[config.mk]
export PLATFORM = sky130hd
export DESIGN_NAME = pc_sequencer
export DESIGN_NICKNAME = d
export VERILOG_FILES = /design/src/rtl/pc_seq_pkg.sv /design/src/rtl/load_use_detect.sv /design/src/rtl/pc_sequencer.sv
export SDC_FILE = /design/constraint.sdc
export NUM_CORES = 1
export LEC_CHECK = 0
export CAP_MARGIN = 10
export CORE_ASPECT_RATIO = 1.5
export CORE_UTILIZATION = 40
export CTS_BUF_LIST = sky130_fd_sc_hd__clkbuf_8
export DETAILED_ROUTE_END_ITERATION = 8
export PLACE_DENSITY = 0.84
export SETUP_SLACK_MARGIN = 0.3
export SLEW_MARGIN = 20
export SYNTH_ARGS = -nofsm -noshare
export SYNTH_HDL_FRONTEND = slang
export SYNTH_SLANG_ARGS = --single-unit
[constraint.sdc]
create_clock -name Clk -period 2.55 [get_ports Clk]
set_clock_uncertainty 0.2 [all_clocks]
set_input_delay 0.255 -clock Clk [delete_from_list [all_inputs] [get_ports Clk]]
set_output_delay 0.255 -clock Clk [all_outputs]
set_load 0.005 [all_outputs]
[src/rtl/pc_seq_pkg.sv]
// Shared types and constants for the fetch-stage PC sequencer.
package pc_seq_pkg;

    typedef enum logic [1:0] {
        RUN       = 2'd0,
        MEMWAIT   = 2'd1,
        REDIRPEND = 2'd2
    } seq_state_t;

    localparam logic [31:0] RESET_VECTOR = 32'h0000_0000;
    localparam logic [4:0]  REG_ZERO     = 5'd0;

endpackage

[src/rtl/load_use_detect.sv]
// Combinational load-use hazard detector between the EX load and the ID source registers.
module load_use_detect
    import pc_seq_pkg::*;
(
    input  logic       idex_mem_read,
    input  logic [4:0] idex_rt,
    input  logic [4:0] ifid_rs,
    input  logic [4:0] ifid_rt,
    output logic       load_use
);

    // A load into r0 never produces a real dependency.
    assign load_use = idex_mem_read && (idex_rt != REG_ZERO) &&
                      ((idex_rt == ifid_rs) || (idex_rt == ifid_rt));

endmodule

[src/rtl/pc_sequencer.sv]
// Fetch-stage PC sequencer: advance/hold/redirect decision plus IF/ID and ID/EX controls.
// Optional macro PC_SEQ_STATS_EN enables the StallCycles/FlushCount counters.
module pc_sequencer
    import pc_seq_pkg::*;
#(
    parameter int unsigned WAIT_LIMIT = 15,
    parameter int unsigned CNT_W      = 4
) (
    input  logic        Clk,
    input  logic        Reset,
    input  logic [31:0] PCPlus4,
    input  logic [31:0] BranchTarget,
    input  logic        Redirect,
    input  logic        IDEX_MemRead,
    input  logic [4:0]  IDEX_Rt,
    input  logic [4:0]  IFID_Rs,
    input  logic [4:0]  IFID_Rt,
    input  logic        IMemReady,
    input  logic        DMemReady,
    output logic [31:0] NextAddress,
    output logic        PCWrite,
    output logic        IFIDWrite,
    output logic        IFIDFlush,
    output logic        IDEXBubble,
    output logic        WaitTimeout,
    output logic [31:0] StallCycles,
    output logic [31:0] FlushCount
);

    localparam logic [CNT_W-1:0] CNT_LIMIT = CNT_W'(WAIT_LIMIT);
    localparam logic [CNT_W-1:0] CNT_ONE   = CNT_W'(1);

    seq_state_t       state_q, state_d;
    logic [31:0]      hold_q, hold_d;
    logic [CNT_W-1:0] cnt_q, cnt_d, cnt_inc;
    logic             timeout_q;
    logic             load_use;
    logic             mem_busy;

    load_use_detect u_load_use (
        .idex_mem_read (IDEX_MemRead),
        .idex_rt       (IDEX_Rt),
        .ifid_rs       (IFID_Rs),
        .ifid_rt       (IFID_Rt),
        .load_use      (load_use)
    );

    assign mem_busy = !IMemReady || !DMemReady;
    assign cnt_inc  = (cnt_q == CNT_LIMIT) ? cnt_q : cnt_q + CNT_ONE;

    always_ff @(posedge Clk or negedge Reset) begin
        if (!Reset) begin
            state_q   <= RUN;
            hold_q    <= RESET_VECTOR;
            cnt_q     <= '0;
            timeout_q <= 1'b0;
        end else begin
            state_q   <= state_d;
            hold_q    <= hold_d;
            cnt_q     <= cnt_d;
            timeout_q <= timeout_q || (cnt_d == CNT_LIMIT);
        end
    end

    // Mealy next-state and control outputs.
    always_comb begin
        state_d     = state_q;
        hold_d      = hold_q;
        cnt_d       = cnt_q;
        NextAddress = PCPlus4;
        PCWrite     = 1'b0;
        IFIDWrite   = 1'b0;
        IFIDFlush   = 1'b0;
        IDEXBubble  = 1'b0;

        case (state_q)
            RUN, MEMWAIT: begin
                if (mem_busy) begin
                    cnt_d = (state_q == RUN) ? CNT_ONE : cnt_inc;
                    if (Redirect && !load_use) begin
                        hold_d  = BranchTarget;
                        state_d = REDIRPEND;
                    end else begin
                        state_d = MEMWAIT;
                    end
                end else begin
                    state_d = RUN;
                    cnt_d   = '0;
                    if (load_use) begin
                        // Branch operands are not valid yet, so a redirect waits.
                        IDEXBubble = 1'b1;
                    end else if (Redirect) begin
                        NextAddress = BranchTarget;
                        PCWrite     = 1'b1;
                        IFIDWrite   = 1'b1;
                        IFIDFlush   = 1'b1;
                    end else begin
                        PCWrite   = 1'b1;
                        IFIDWrite = 1'b1;
                    end
                end
            end
            REDIRPEND: begin
                if (mem_busy) begin
                    cnt_d = cnt_inc;
                end else begin
                    NextAddress = hold_q;
                    PCWrite     = 1'b1;
                    IFIDWrite   = 1'b1;
                    IFIDFlush   = 1'b1;
                    state_d     = RUN;
                    cnt_d       = '0;
                end
            end
            default: begin
                state_d = RUN;
                cnt_d   = '0;
            end
        endcase

        if (!Reset) begin
            NextAddress = RESET_VECTOR;
            PCWrite     = 1'b0;
            IFIDWrite   = 1'b0;
            IFIDFlush   = 1'b1;
            IDEXBubble  = 1'b1;
        end
    end

    assign WaitTimeout = timeout_q;

`ifdef PC_SEQ_STATS_EN
    logic [31:0] stall_q, flush_q;

    always_ff @(posedge Clk or negedge Reset) begin
        if (!Reset) begin
            stall_q <= '0;
            flush_q <= '0;
        end else begin
            if (!PCWrite)  stall_q <= stall_q + 32'd1;
            if (IFIDFlush) flush_q <= flush_q + 32'd1;
        end
    end

    assign StallCycles = stall_q;
    assign FlushCount  = flush_q;
`else
    assign StallCycles = '0;
    assign FlushCount  = '0;
`endif

endmodule
---- Word-level counts from Yosys, hierarchy flattened ----
Index checks and enable logic that the tools add are counted.
cells by class
  muxes and demuxes ....................... 29
  $add $sub $neg .......................... 1
  reduce and logical (&&, ||, !) cells .... 13
  equality and inequality tests ........... 7
operators with widths
  cell                                                             number
  32-bit two-way mux                                               5
  32-bit case mux with 2 select lines                              1
  4-bit two-way mux                                                4
  1-bit two-way mux                                                12
  5-bit == test                                                    2
  4-bit == test, second input constant                             2
  4-bit case mux with 2 select lines                               1
  2-bit two-way mux                                                3
  5-bit nonzero test                                               1
  4-bit by 1-bit adder with 4-bit output, second input constant    1
  1-bit case mux with 2 select lines                               2
  2-bit case mux with 2 select lines                               1
  1-bit logical AND                                                3
  1-bit logical NOT                                                3
  1-bit logical OR                                                 3
  3-bit AND reduction                                              1
  2-bit by 1-bit == test with 1-bit output, second input constant  1
  2-bit == test, second input constant                             1
  2-bit logical NOT                                                1
  2-bit != test, second input constant                             1
  2-bit OR reduction                                               1
word-level totals
  bits in registers ....................... 39
  logic and storage cells ................. 54
  output and inout port bits .............. 101
  bits of input ports ..................... 85

---- Logic depth before layout (Yosys ltp) ----
Gate-level depths: netlist of run 1.
  depth in word-level cells ............... 8
  gate-level depth with buffers ........... 7
  depth with buffers taken out ............ 6

---- Hierarchy ----
A second synthesis of run 1 with hierarchy kept.
second synthesis, totals
  cell total of the unflattened synthesis .. 274
  area total of the unflattened synthesis .. 2,962.8 um^2
by module, submodules not included
  module           times used  area each (um^2)  cells an instance  seq. area each (um^2)
  pc_sequencer     1           2,837.7           257                975.9
  load_use_detect  1           125.1             17                 0.0

---- Worst setup path before layout of run 1 ----
Ideal clock, no wire load.
  kind .................................... input -> output
  start point ............................. input IDEX_Rt[0]
  end point ............................... output NextAddress[12]
  arrival time ............................ 1,657 ps
  slack ................................... 438 ps
  cell stages on the path ................. 6
  buffers on the path ..................... 1
  data required time ...................... 2,095 ps
  path through ............................ or4_4 -> o21ai_4 -> a31oi_1 -> o21a_1 -> buf_6 -> a221o_1
between the ends
  word-level cells in the longest chain between the ends .. 7
  elaborated cells between the ends (all ways) .. 10
  classes of those cells .................. eq/ne: 2; mux: 4; reduce/logical: 4
RTL lines
  item                                                          line                                          text
  start, declared                                               pc_sequencer.sv:15                            input logic [4:0] IDEX_Rt,
  5-bit == test / 5-bit nonzero test (equally long branches)    load_use_detect.sv:14, load_use_detect.sv:13
  1-bit logical OR / 1-bit logical AND (equally long branches)  load_use_detect.sv:14, load_use_detect.sv:13
  1-bit logical AND *                                           load_use_detect.sv:13                         assign load_use = idex_mem_read && (idex_rt != REG_ZERO) &&
  32-bit two-way mux *                                          pc_sequencer.sv:89                            if (load_use) begin
  32-bit two-way mux *                                          pc_sequencer.sv:78                            if (mem_busy) begin
  32-bit case mux with 2 select lines *                         pc_sequencer.sv:76                            case (state_q)
  32-bit two-way mux *                                          pc_sequencer.sv:121                           if (!Reset) begin
  end, declared                                                 pc_sequencer.sv:20                            output logic [31:0] NextAddress,
Every way passes the cells marked *; elsewhere a longest branch is shown, timed or not.

---- Final worst setup path of run 1 ----
  start point ............................. input IDEX_Rt[3]
  end point ............................... output NextAddress[12]
The elaborated chain is that of the path after synthesis.

==> results of run 1 <==
==> final timing paths <==
| path | slack, ps | depth (start not counted) | to | from |
|---|---|---|---|---|
| hold reg to reg | 290 | 1 | WaitTimeout$_DFF_PN0_ | WaitTimeout$_DFF_PN0_ |
| min in group Clk | 290 | 1 | WaitTimeout$_DFF_PN0_ | WaitTimeout$_DFF_PN0_ |
| hold / removal | 210 | 2 | hold_q[0]$_DFFE_PN0P_ | Reset |
| max in group asynchronous | 1470 | 3 | hold_q[4]$_DFFE_PN0P_ | Reset |
| setup / recovery | 90 | 9 | NextAddress[12] | IDEX_Rt[3] |
| setup reg to reg | 580 | 6 | WaitTimeout$_DFF_PN0_ | cnt_q[0]$_DFF_PN0_ |
==> metal layers <==
layer  up-vias  share of wire (%)
met5         -                  0
met4         0                3.1
met3        26                4.9
met2       158                 56
met1      1588                 36
li1       1492                  -
==> synthesized netlist by cell type, types with 2 or more instances <==
master	instances
a221o_1	10
o221a_2	22
o2111a_1	2
nor2_1	6
clkbuf_1	11
nand3_1	3
nand2b_1	3
and2_1	11
o211ai_1	2
nand2_1	74
dfrtp_1	39
mux2_2	32
buf_4	67
o21ai_0	2
xnor2_1	11
a21oi_1	11
buf_2	7
a31oi_1	24
inv_1	2
nor3_1	2
==> layout make-up <==
type | instances | area (um2)
Tap cell | 102 | 127.6
Clock inverter | 3 | 12.51
Inverter | 2 | 7.507
Multi-Input combinational cell | 297 | 2178
Sequential cell | 39 | 975.9
Timing Repair Buffer | 173 | 1694
Fill cell | 631 | 2645
Clock buffer | 5 | 68.82
==> logic make-up after synthesis <==
| group | after synthesis |
|---|---|
| xor+xnor | 12 |
| simple gates | 101 |
| buf+inv | 89 |
| fa+ha+maj | 2 |
| mux | 33 |
| compound gates | 83 |
| flops | 39 |
| other cells | 1 |
==> state kept, by name, summed over array words and instances, names as in the netlist <==
register	flops
hold_q	32
WaitTimeout	1
state_q	2
cnt_q	4
==> power by group <==
group	switching [W]	total [W]	internal, W
Clock	0.000216	0.000400	0.000184
Sequential	0.000132	0.000969	0.000836
Combinational	0.000626	0.00147	0.000841
Total	0.000974	0.00284	0.00186
==> per-stage QoR <==
stage	power, W	setup TNS (ps)	setup slack (ps)
after floorplan	0.001680	0	437.9
after global placement	0.002169	-18350	-559.5
after detailed placement	0.002218	-20660	-609.1
after CTS	0.002806	0	60.45
after global routing	0.003012	0	37.38
final	0.002836	0	87.79
==> timing repair <==
item / in CTS / in global routing
setup endpoints to repair: 68 / 36
hold endpoints to repair: 39 / 0
gates cloned: 4 / 0
hold buffers: 1 / 0
pin swaps: 26 / 22
setup buffers: 16 / 3
gates resized for setup: 245 / 18
==> results_dict.tcl, run 1 <==
set metrics [dict create \
    postPlaceCellArea_mm2 0.004491 \
    grt_max_degree 27 \
    routabilityCongestion 0.8341 \
    maxCapViolations 0 \
    cts_max_path_buffers 2 \
    syn2layout_area_growth_pct 58.13 \
    layout_common_cells "nand2_1, clkdlybuf4s50_1, conb_1" \
    grt_overflow 0 \
    postRouteAntennaNets 0 \
    synthAdderAreaFrac_pct 0.7031 \
    crit_path_max_incr_delay_ps 540 \
    ys.flop_type "dfrtp_1" \
    slew_viol_final 0 \
    crit_top_cell "buf_6" \
    slowest_stage "or4_4" \
    synth-seq-cells 39 \
    cp.arrival_ps 2010 \
    path_clk_slew_ps 80 \
    grt.busiest_layer "met2" \
    die_area_mm2 0.008377 \
    grt_usage_pct 25.65 \
    insertion_delay_ps 290 \
    setup_viol 0 \
    hold_viol_final 0 \
    synth_compound_area_share_pct 21.64 \
    grtUsageMet2_pct 47.99 \
    fin_crit_sh_pct 96.56 \
    hold_class "input port to async pin" \
    grt_pass1_vias 3383 \
    grtUsageMet3_pct 4.072 \
    synthMuxAreaShare_pct 11.56 \
    drc 0 \
    cts_sinks 39 \
    min_period_ps 2462 \
    boundaryPins 186 \
    synthSimpleGateAreaFrac_pct 13.44 \
    dp_hpwl_mm 6.998 \
    drtIter0Drc 163 \
    synth.top_cell.area_share_pct 30.47 \
    avgSynthCellArea_um2 8.897 \
    numPortBuffers 121 \
    global_route.usage.met1_pct 26.96 \
    synth_top_family_by_area "compound AO/OA/AOI/OAI gates" \
    antennaDiodeCount 0 \
    cp-start-kind "input port" \
    wl_mm 10.18 \
    stdcell_count 621 \
    yosysWarnings 0 \
    dieHeight_um 111.6 \
    drt_pass1_iterations 6 \
    die_w_um 75.07 \
    coreArea_mm2 0.007710 \
    hold_ws_ps 212.4 \
    crit_path_cell_trace "buf_6, or4_4, o21ai_4, buf_6, a31oi_4, o21a_4, buf_6, a221o_1, buf_2" \
    nNetsFinal 604 \
    placedCellCount 589 \
    cts.htree.levels 2 \
    synth_seq_area_share_pct 30.47 \
    power.density_mw_per_mm2 559.9 \
    final_common_cell "nand2_1" \
    path_buf_inv 4 \
    grt_pass1_wl_mm 16.43 \
    fin_area_mm2 0.005065 \
    vdd_drop_max_uv 340.3 \
    cts_tree "yes" \
    synthCells 360 \
    start_util_pct 41.54 \
    crit_type "input port to output pin" \
    synth.area.top_cells "dfrtp_1, buf_4, mux2_2" \
    worstSetupEndpointType "output pin" \
    synth_top_cell_by_area "dfrtp_1" \
    num_vias 3264 \
    synth_edf_count 0 \
    max_freq_mhz 406.1 \
    cts_root_buf "clkbuf_8" \
    drive_gt1_share_pct 33.53 \
    cts_buffers 5 \
    rows 39 \
    critPathMaxFanout 3 \
    leakage_nw 2.260 \
    syn_area_mm2 0.003203 \
    antenna_found_initial 0 \
    crit_family "compound AO/OA/AOI/OAI gates" \
    detail_route.wl_per_cell_um 16.40 \
    final_util_pct 65.69 \
    required_ps 2100 \
    async_flop_share_pct 100.0 \
    grt_setup_unrepaired "true" \
    synth.distinct_cells 39 \
    avgViaCountPerCell 5.256 \
    yosys.area_share.xor_xnor_pct 3.281 \
    status "finished, final reports clean" \
]
(Power assumes the default switching activity.)
==> run 2: changes to the inputs <==
CORE_MARGIN = 4   (was unset)
CORE_UTILIZATION = 38   (was 40)
PLACE_DENSITY = 0.8   (was 0.84)
==> run 2 against run 1 <==
Against the previous run: clock-buffer cell count unchanged; clock power about the same; global-route usage shrank 4.9 points; hold slack better by 77 ps; largest power group unchanged; total power down 1.6%; largest cell class unchanged.
==> results_dict.tcl, run 2 (synthesis gave the netlist of run 1 again) <==
set metrics [dict create \
    critPathMaxFanout 8 \
    antenna_found_initial 1 \
    num_vias 3212 \
    reg_top3 "hold_q: 32 flops, cnt_q: 4 flops, state_q: 2 flops" \
    crit_type "input port to output pin" \
    cts.htree.levels 2 \
    start_util_pct 39.51 \
    regMostFlops "hold_q" \
    avgViaCountPerCell 5.172 \
    min_period_ps 2477 \
    power.density_mw_per_mm2 547.2 \
    cts_root_buf "clkbuf_8" \
    hold_depth 1 \
    required_ps 2100 \
    vdd_drop_max_uv 289.6 \
    dp_hpwl_mm 7.162 \
    worst_slew_pin_slew_ps 771.1 \
    routabilityCongestion 0.7820 \
    fillerInstances 662 \
    cts_tree "yes" \
    wl_mm 10.67 \
    drtIter0Drc 163 \
    drive_gt1_share_pct 34.56 \
    max_freq_mhz 403.7 \
    multiInputGateArea_mm2 0.002236 \
    cp-start-kind "input port" \
    cp.arrival_ps 2020 \
    setup_slack_ps 72.89 \
    stdcell_count 621 \
    setup_viol 0 \
    leakage_nw 2.260 \
    min_to "WaitTimeout$_DFF_PN0_" \
    grt_overflow 0 \
    slew_viol_final 0 \
    status "finished, final reports clean" \
    grt_pass1_vias 3438 \
    maxCapViolations 0 \
    coreArea_mm2 0.008108 \
    final_util_pct 62.87 \
    syn2layout_area_growth_pct 59.14 \
    cts_buffers 5 \
    cts_max_path_buffers 2 \
    pre_cts_ws_ps -626.6 \
    drt_pass1_iterations 4 \
    largest_reg_flops 32 \
    worstSetupEndpointType "output pin" \
    slew_headroom_pct 48.54 \
    detail_route.wl_per_cell_um 17.17 \
    hold_class "flop to flop" \
    rows 40 \
    insertion_delay_ps 290 \
    die_area_mm2 0.009992 \
    fin_crit_sh_pct 97.14 \
    numPortBuffers 121 \
    r2r_start "cnt_q[0]$_DFF_PN0_" \
    grt_max_degree 34 \
    r2r_end "WaitTimeout$_DFF_PN0_" \
    grt_usage_pct 20.79 \
    dieHeight_um 120.4 \
    final_common_cell "nand2_1" \
    nNetsFinal 600 \
    cts_sinks 39 \
    grt_pass1_wl_mm 16.97 \
    worstRegToRegCells 6 \
    grt_setup_unrepaired "true" \
    reg2reg_slack_ps 570 \
    placedCellCount 587 \
    die_w_um 82.96 \
    postRouteAntennaNets 0 \
    layout_common_cells "nand2_1, clkdlybuf4s50_1, conb_1" \
    min_from "WaitTimeout$_DFF_PN0_" \
    drc 0 \
    ff_latch_area_um2 975.9 \
    boundaryPins 186 \
    path_clk_slew_ps 80 \
    hold_viol_final 0 \
]
[run 2: cell types whose count changed in the layout (fill, tap and decap cells not counted), sizes merged]
cell | previous run | this run
clkdlybuf4s15 | 1 | 7
dlygate4sd2 | 10 | 3
dlygate4sd3 | 1 | 4
o21a | 2 | 1
diode | 0 | 1
clkdlybuf4s50 | 67 | 68
buf | 92 | 86
[run 2: worst max-delay path by stage]
stage | start | end | cells after the start
after floorplan | IDEX_Rt[0] | NextAddress[12] | 6
after global placement | IDEX_Rt[0] | NextAddress[12] | 7
after detailed placement | IDEX_Rt[0] | NextAddress[13] | 7
after CTS | IDEX_Rt[3] | NextAddress[13] | 9
after global routing | IDEX_Rt[3] | NextAddress[13] | 9
final | IDEX_Rt[3] | NextAddress[13] | 9
[run 2: area by class of cell]
class / instances / area share (%)
tap: 105 / 2.577
clock buffer: 5 / 1.350
multi-input combinational: 296 / 43.86
antenna: 1 / 0.04909
timing repair buffer: 170 / 32.62
inverter: 2 / 0.1473
clock inverter: 3 / 0.2455
sequential: 39 / 19.15
[run 2: power by group]
group | leakage, nW | switching [W] | total [W] | internal, W
logic | 1.74 | 0.000611 | 0.00142 | 0.000806
registers | 0.466 | 0.000135 | 0.000972 | 0.000836
clock network | 0.0505 | 0.000216 | 0.000400 | 0.000184
total | 2.26 | 0.000962 | 0.00279 | 0.00183
[run 2: metal layers]
layer | vias to the layer above | global-route usage (%) | wire length [um]
met4 | 0 | 6.646 | 196
met1 | 1538 | 21.41 | 3973
met3 | 17 | 4.567 | 706
li1 | 1492 | - | -
met5 | - | 0 | 0
met2 | 165 | 40.91 | 5789
[run 2: timing repair]
item	in CTS	in global routing
gates resized for setup	260	21
buffers inserted	17	3
gates cloned	1	0
setup endpoints to repair	68	36
hold endpoints to repair	13	0
hold buffers	4	0
pin swaps	30	19
[run 2: worst max-delay path: stages]
cell and delay (ps):
buf_6 100, or4_4 540, o21ai_4 170, buf_6 130
a31oi_4 90, o21a_4 180, buf_6 130, a221o_1 290
buf_2 130
[run 2: stage by stage]
stage	area [um2]	hold WS (ps)	power, W	TNS [ps]
2_1_floorplan	3440	-240.6	0.001680	0
3_3_place_gp	4444	-31.31	0.002149	-18940
3_5_place_dp	4444	-23.59	0.002195	-23350
5_1_grt	5097	306.1	0.002975	0
4_1_cts	4985	289.8	0.002761	0
6_report	5097	289.0	0.002789	0
